<file path="src/rtl/counter_pkg.sv">
// Shared definitions for the loadable up/down counter: default width and
// the direction encoding used by the up_dn control input.
package counter_pkg;

  localparam int COUNTER_DEFAULT_WIDTH = 4;

  typedef enum logic {
    DIR_DOWN = 1'b0,
    DIR_UP   = 1'b1
  } count_dir_t;

endpackage : counter_pkg

</file>
<file path="src/rtl/counter_4bit.sv">
// Synchronous loadable binary counter with enable, up/down direction,
// combinational terminal count and a registered one-cycle wrap pulse.
module counter_4bit
  import counter_pkg::*;
#(
  parameter int unsigned WIDTH     = COUNTER_DEFAULT_WIDTH,
  parameter int unsigned MAX_VAL   = (2 ** WIDTH) - 1,
  parameter int unsigned RESET_VAL = 0
) (
  input  logic             clk,
  input  logic             reset,
  input  logic             load,
  input  logic [WIDTH-1:0] load_data,
  input  logic             en,
  input  logic             up_dn,
  output logic [WIDTH-1:0] count,
  output logic             tc,
  output logic             wrap
);

  localparam logic [WIDTH-1:0] MAX_COUNT   = MAX_VAL[WIDTH-1:0];
  localparam logic [WIDTH-1:0] RESET_COUNT = RESET_VAL[WIDTH-1:0];
  localparam logic [WIDTH-1:0] ZERO_COUNT  = '0;
  localparam logic [WIDTH-1:0] ONE_COUNT   = {{(WIDTH-1){1'b0}}, 1'b1};

  logic [WIDTH-1:0] r_count;
  logic             r_wrap;
  logic [WIDTH-1:0] w_loadValue;
  logic [WIDTH-1:0] w_nextCount;
  logic             w_nextWrap;
  count_dir_t       w_dir;

  assign w_dir = count_dir_t'(up_dn);

  // A full-range modulus can never see an out-of-range load, so the clamp
  // comparator only exists for non-power-of-two moduli.
  generate
    if (MAX_VAL == (2 ** WIDTH) - 1) begin : g_noClamp
      assign w_loadValue = load_data;
    end else begin : g_clamp
      assign w_loadValue = (load_data > MAX_COUNT) ? MAX_COUNT : load_data;
    end
  endgenerate

  always_comb begin
    w_nextCount = r_count;
    w_nextWrap  = 1'b0;
    if (load) begin
      w_nextCount = w_loadValue;
    end else if (en) begin
      if (w_dir == DIR_UP) begin
        if (r_count == MAX_COUNT) begin
          w_nextCount = ZERO_COUNT;
          w_nextWrap  = 1'b1;
        end else begin
          w_nextCount = r_count + ONE_COUNT;
        end
      end else begin
        if (r_count == ZERO_COUNT) begin
          w_nextCount = MAX_COUNT;
          w_nextWrap  = 1'b1;
        end else begin
          w_nextCount = r_count - ONE_COUNT;
        end
      end
    end
  end

  // Reset sits above load/count so an in-flight load is discarded on that edge.
  always_ff @(posedge clk) begin
    if (reset) begin
      r_count <= RESET_COUNT;
      r_wrap  <= 1'b0;
    end else begin
      r_count <= w_nextCount;
      r_wrap  <= w_nextWrap;
    end
  end

  assign count = r_count;
  assign wrap  = r_wrap;
  assign tc    = (w_dir == DIR_UP) ? (r_count == MAX_COUNT) : (r_count == ZERO_COUNT);

endmodule : counter_4bit

</file>
<file path="config.mk">
export PLATFORM = sky130hd
export DESIGN_NAME = counter_4bit
export DESIGN_NICKNAME = d
export VERILOG_FILES = /design/src/rtl/counter_pkg.sv /design/src/rtl/counter_4bit.sv
export SDC_FILE = /design/constraint.sdc
export NUM_CORES = 1
export LEC_CHECK = 0
export ABC_AREA = 1
export CORE_AREA = 2 2 39 41
export CTS_CLUSTER_DIAMETER = 40
export DETAILED_ROUTE_END_ITERATION = 6
export DIE_AREA = 0 0 41 43
export GPL_ROUTABILITY_DRIVEN = 0
export PLACE_DENSITY = 0.55
export SYNTH_ARGS = -nofsm -noshare
export SYNTH_HDL_FRONTEND = slang
export SYNTH_SLANG_ARGS = --single-unit
</file>
<file path="constraint.sdc">
create_clock -name clk -period 1.48 [get_ports clk]
set_input_delay 0.296 -clock clk [delete_from_list [all_inputs] [get_ports clk]]
set_output_delay 0.296 -clock clk [all_outputs]
set_load 0.02 [all_outputs]
</file>
==> metrics, run 1 <==
outcome complete, but fails checks; failing checks negative setup slack; FF+latch count, synth 5; Placed Area 644 µm²; clock transition at the registers of the reported paths 0.04 ns; synthesized area 372 µm²; Antenna Nets Post-Route 0; initial antenna violation count 0; Syn Area/Cell 6.41 µm²; reg-to-reg endpoint count[3]; largest net degree at the start of global routing 6; Slew Limit Headroom 82.2%; worst path cell trace ha_4 > nand3_2 > nor2_2 > inv_1 > nand2_2 > buf_6; Final setup viols 1; top post-synthesis cells by count 17 x nand2_1, 8 x inv_1, 6 x nand3_1, 5 x dfxtp_1, 4 x nor2_1; largest cells by area after synthesis dfxtp_1 27%, nand2_1 17%, nand3_1 8.1%; clock sinks 5; antenna cells 0; Worst Tran Pin Value 0.266 ns; FP Rows 14; cts hold-fix bufs 0; DR pass1 iterations 4; Synth cell types 18; dpl ws -0.507 ns; Yosys warnings 0; Mapped Nets 69; Final Skew 0.00348 ns; Die Area 1760 µm²; global-route usage over all layers 14.5%; most frequent cell after synthesis nand2_1; Worst EP required 1.18 ns; Static Leakage 0.000339 µW; worst-path fanout max 4; Routed WL per cell 9.90 µm; Final Cycle Share 100%; vias in the first global route 433; Die W 41 µm; register area 105 µm²; worst r2r path cells 9; Crit Path Class reg -> out; final setup margin -0.00397 ns; crit path launch type register; first-pass GRT wire length 1660 µm; Core Area 1380 µm²; R2R setup slack 0.27 ns; Design Area, Final 689 µm²; number of port buffers 14; Setup crit end tc; sequential fraction of the synthesis area 26.9%; # IOs 15; dpl hpwl 909 µm; crit path DAT 1.19 ns; Synth Instances 58; Worst setup EP type primary output; pwr dens 704 nW/µm²; clock buffer depth 2; Tightest Hold Check Type in -> reg; chip height 43 µm; Worst Setup SP count[0]; final WL 1060 µm; initial DRC count 12; clk_lat worst skew 0.24 ns; multi-input logic area 253 µm²; Largest stage delay, worst path 0.37 ns; initial core utilization 26.9%; DRC errors left 0; Pins Over Slew Limit 0; H-tree depth 1; EDFF count, synth 0; CTS root buffer clkbuf_4; postcts setup bufs 0; area growth from synthesis to layout 85.5%; overflow left after global routing 0; FF-to-FF Start count[0]; CTS tree built; CTS Buf Count 3; max-cap viol count 0; FILL cells 146; vias per inst 4.55; ys flop type dfxtp_1; slowest cell on the critical path dfxtp_4; fmax 0.674 GHz; share of layout cells above drive strength 1 33.0%; Final Net Count 103; RSZ-0062 raised after global routing true; routed vias 487; Fin. Hold Viols 0; Async S/R FF share, synth 0%; Synth area leader dfxtp_1; Yosys top cell area share 26.9%; Max VDD drop 0.000330 V; Period minus WS final 1.48 ns
area by class of cell:
class | instances | area share (%)
clock buffers | 4 | 3.81
inverters | 9 | 4.90
multi-input cells | 44 | 36.7
flip-flops and latches | 5 | 15.2
well taps | 16 | 2.90
repair buffers | 29 | 36.5
sequential cells by signal, summed over array words and instances, names as in the netlist:
name and count:
count 4, wrap 1
kinds of logic after synthesis:
logic type	share of synthesized area, %
DFF	26.9
buffers and inverters	9.09
and+or+nand+nor	42.1
adders and majority gates	6.73
AOI/OAI and AO/OA	12.8
xor gates and xnor gates	2.36
critical path, delay by kind of cell, from the launching register on:
kind                       cells  cell delay (ns)
and+or+nand+nor                3             0.27
buffers and inverters          2             0.17
adders and majority gates      1             0.14
DFF                            1             0.37
where the power goes:
| group | switching [µW] | leakage (µW) | internal [µW] | total, µW |
|---|---|---|---|---|
| registers | 11.6 | 0.0000422 | 145 | 156 |
| logic | 81.4 | 0.000282 | 95.2 | 177 |
| clock network | 50.9 | 0.0000150 | 102 | 152 |
layer usage:
metal	share of wire, %	up-vias	GRT usage (%)
li1	-	257	-
met1	44	217	18.2
met2	49	11	20.0
met3	4.7	2	4.71
met4	2.2	0	10.0
met5	0	-	0
metrics by stage:
stage / TNS [ns] / total power, µW / util [%] / hold WS, ns / std cells
5_1_grt: -0.0538 / 521 / 49.8 / 0.590 / 107
2_1_floorplan: 0 / 235 / - / 0.365 / 58
3_3_place_gp: -0.484 / 336 / 46.6 / 0.652 / 103
3_5_place_dp: -0.507 / 337 / 46.6 / 0.660 / 103
4_1_cts: -0.189 / 489 / 48.3 / 0.652 / 107
6_report: -0.00397 / 485 / 49.8 / 0.550 / 107
what timing repair did:
| action | CTS | global route |
|---|---|---|
| pin swaps | 0 | 2 |
| gates resized for setup | 8 | 11 |
| endpoints found under the setup margin | 5 | 1 |
cells in the final DEF, fill, tap and decap left out, types with 2 or more instances in the layout:
master	synthesis	final
dfxtp_1	5	3
inv_1	8	6
dlygate4sd2_1	0	4
buf_4	0	15
clkdlybuf4s50_1	0	8
nand3_1	6	6
nand2_1	17	17
inv_2	1	3
clkbuf_4	0	3
nor2_1	4	4
a22oi_1	2	2
nand4_1	3	3
a21oi_1	2	2
worst min-delay path by stage:
stage / start / endpoint / cells past startpoint
floorplan: reset / count[0] / 1
global placement: count[1] / count[1] / 3
detailed placement: count[1] / count[1] / 3
CTS: load_data[1] / count[1] / 3
global route: up_dn / count[1] / 5
finish: up_dn / count[1] / 5
(Power assumes the default switching activity.)
==> run 2, diff against run 1 <==
--- a/config.mk
+++ b/config.mk
@@ -11,6 +11,7 @@
 export DETAILED_ROUTE_END_ITERATION = 6
 export DIE_AREA = 0 0 41 43
 export GPL_ROUTABILITY_DRIVEN = 0
+export GPL_TIMING_DRIVEN = 1
 export PLACE_DENSITY = 0.55
 export SYNTH_ARGS = -nofsm -noshare
 export SYNTH_HDL_FRONTEND = slang
==> results of run 2 <==
Same layout as run 1: the final DEF is identical, and so are final timing and power.
==> run 3, diff against run 2 <==
--- a/config.mk
+++ b/config.mk
@@ -11,7 +11,7 @@
 export DETAILED_ROUTE_END_ITERATION = 6
 export DIE_AREA = 0 0 41 43
 export GPL_ROUTABILITY_DRIVEN = 0
-export GPL_TIMING_DRIVEN = 1
+export GPL_TIMING_DRIVEN = 0
 export PLACE_DENSITY = 0.55
 export SYNTH_ARGS = -nofsm -noshare
 export SYNTH_HDL_FRONTEND = slang
==> run 3 against run 2 <==
  * The run still ends with negative setup slack left
  * Hold slack gained 0.029 ns
  * Power down 2.2%
  * Sequential share of layout area grew 2.4 points
  * Highest routed layer is now met3
  * Critical path type unchanged
  * Clock power grew 7%
  * Clock-buffer cell count is the same
  * Die area unchanged
  * Flip-flop and latch count stayed put
==> metrics, run 3 (synthesis results as in run 1) <==
DRC errors left 0 (unchanged); FF-to-FF Start count[0] (unchanged); Fin. Hold Viols 0 (unchanged); routed vias 458 (was 487); Seq pwr share 34.6% (was 32.2%); dpl ws -0.601 ns (was -0.507 ns); worst-path fanout max 6 (was 4); # IOs 15 (unchanged); share of layout cells above drive strength 1 26.6% (was 33.0%); R2R setup slack 0.36 ns (was 0.27 ns); most common cell after layout, fill and taps aside nand2_1 (unchanged); number of port buffers 14 (unchanged); Core Area 1380 µm² (unchanged); hold wc startpoint up_dn (unchanged); Final Net Count 91 (was 103); DR pass1 iterations 4 (unchanged); first-pass GRT wire length 1500 µm (was 1660 µm); area growth from synthesis to layout 68.4% (was 85.5%); Pins Over Slew Limit 0 (unchanged); Largest register FFs 4 (unchanged); Final setup viols 1 (unchanged); chip height 43 µm (unchanged); failing checks negative setup slack (unchanged); most frequent cells in the layout 17 x nand2_1, 7 x clkdlybuf4s50_1, 6 x nand3_1, 5 x inv_1, 5 x dlygate4sd2_1 (was 17 x nand2_1, 15 x buf_4, 8 x clkdlybuf4s50_1, 6 x inv_1, 6 x nand3_1); Final Skew 0.00444 ns (was 0.00348 ns); Tightest Hold Check Type in -> reg (unchanged); Design Area, Final 626 µm² (was 689 µm²); switching share of total power 32.1% (was 29.6%); crit path DAT 1.21 ns (was 1.19 ns); antenna cells 0 (unchanged); clock buffer depth 2 (unchanged); Total Power 475 µW (was 485 µW); initial core utilization 26.9% (unchanged); dpl hpwl 679 µm (was 909 µm); Max VDD drop 0.000475 V (was 0.000330 V); combinational group share of total power 31.3% (was 36.4%); Worst setup EP type primary output (unchanged); Crit Path Class reg -> out (unchanged); H-tree depth 1 (unchanged); RSZ-0062 raised after global routing true (unchanged); Period minus WS final 1.51 ns (was 1.48 ns); Final Cycle Share 102% (was 100%); overflow left after global routing 0 (unchanged); clock group share of total power 34.1% (was 31.4%); clock sinks 5 (unchanged); Hold EP count[1] (unchanged); global-route usage over all layers 13.2% (was 14.5%); CTS root buffer clkbuf_4 (unchanged); clk_lat worst skew 0.25 ns (was 0.24 ns); final setup margin -0.0272 ns (was -0.00397 ns); Antenna Nets Post-Route 0 (unchanged); Power Internal 322 µW (was 342 µW); Static Leakage 0.000297 µW (was 0.000339 µW); net switching power 152 µW (was 144 µW); max-cap viol count 0 (unchanged); FP Rows 14 (unchanged); Slew Limit Headroom 84.7% (was 82.2%); clock transition at the registers of the reported paths 0.05 ns (was 0.04 ns); initial antenna violation count 0 (unchanged); vias per inst 4.82 (was 4.55); post-layout util 45.2% (was 49.8%); pwr dens 759 nW/µm² (was 704 nW/µm²); hold depth 4 (was 5); Die Area 1760 µm² (unchanged); vias in the first global route 386 (was 433); reg-to-reg endpoint count[3] (unchanged); CTS Buf Count 3 (unchanged); crit path launch type register (unchanged); Worst Tran Pin Value 0.229 ns (was 0.266 ns); worst r2r path cells 8 (was 9); Worst EP required 1.18 ns (about the same); FILL cells 138 (was 146); Die W 41 µm (unchanged); outcome complete, but fails checks (unchanged); initial DRC count 8 (was 12); largest net degree at the start of global routing 8 (was 6); fmax 0.663 GHz (was 0.674 GHz); Routed WL per cell 10.3 µm (was 9.90 µm); CTS tree built (unchanged); Placed Area 532 µm² (was 644 µm²); final WL 974 µm (was 1060 µm)
[run 3: metrics by stage]
step / setup TNS [ns] / instances / hold WS, ns
floorplan: 0 / 58 / 0.365
global placement: -0.619 / 88 / 0.570
detailed placement: -0.601 / 88 / 0.568
CTS: -0.0923 / 92 / 0.537
global route: -0.0780 / 95 / 0.628
finish: -0.0272 / 95 / 0.579
[run 3: power groups by stage]
stage | combinational, µW | clock [µW] | sequential (µW)
floorplan | 64.9 | 0 | 170
finish | 149 | 162 | 164
global route | 165 | 175 | 166
detailed placement | 134 | 0 | 163
CTS | 133 | 163 | 161
global placement | 133 | 0 | 164
[run 3: area by class of cell]
class | count | area, µm² | share of cell area [%]
Clock buffer | 4 | 26.3 | 4.20
Inverter | 9 | 33.8 | 5.40
Multi-Input combinational cell | 44 | 275 | 44.0
Sequential cell | 5 | 110 | 17.6
Tap cell | 16 | 20.0 | 3.20
Timing Repair Buffer | 17 | 160 | 25.6
[run 3: worst max-delay path by stage]
stage	from	end	slack, ns	cells past startpoint
final	count[0]	tc	-0.03	6
after global routing	count[1]	tc	-0.08	5
after CTS	count[0]	tc	-0.09	6
after detailed placement	up_dn	tc	-0.60	6
after global placement	up_dn	tc	-0.62	6
after floorplan	count[0]	tc	0.09	4
[run 3: routing by layer]
layer / GRT usage [%] / wire (µm)
met5: 0 / 0
met4: 8.00 / 0
met3: 7.85 / 62
met2: 18.1 / 510
met1: 15.1 / 400
[run 3: worst max-delay path: stages (launching register included)]
cell,delay (ns)
dfxtp_4,0.39
ha_4,0.15
nand3_4,0.08
nor2_4,0.13
inv_2,0.04
nand2_2,0.06
buf_6,0.11
[run 3: timing repair]
action / 4_1_cts / 5_1_grt
pin swaps: 2 / 2
setup endpoints to repair: 5 / 2
setup buffers: 0 / 3
gates resized for setup: 17 / 10
hold buffers: 0 / 0
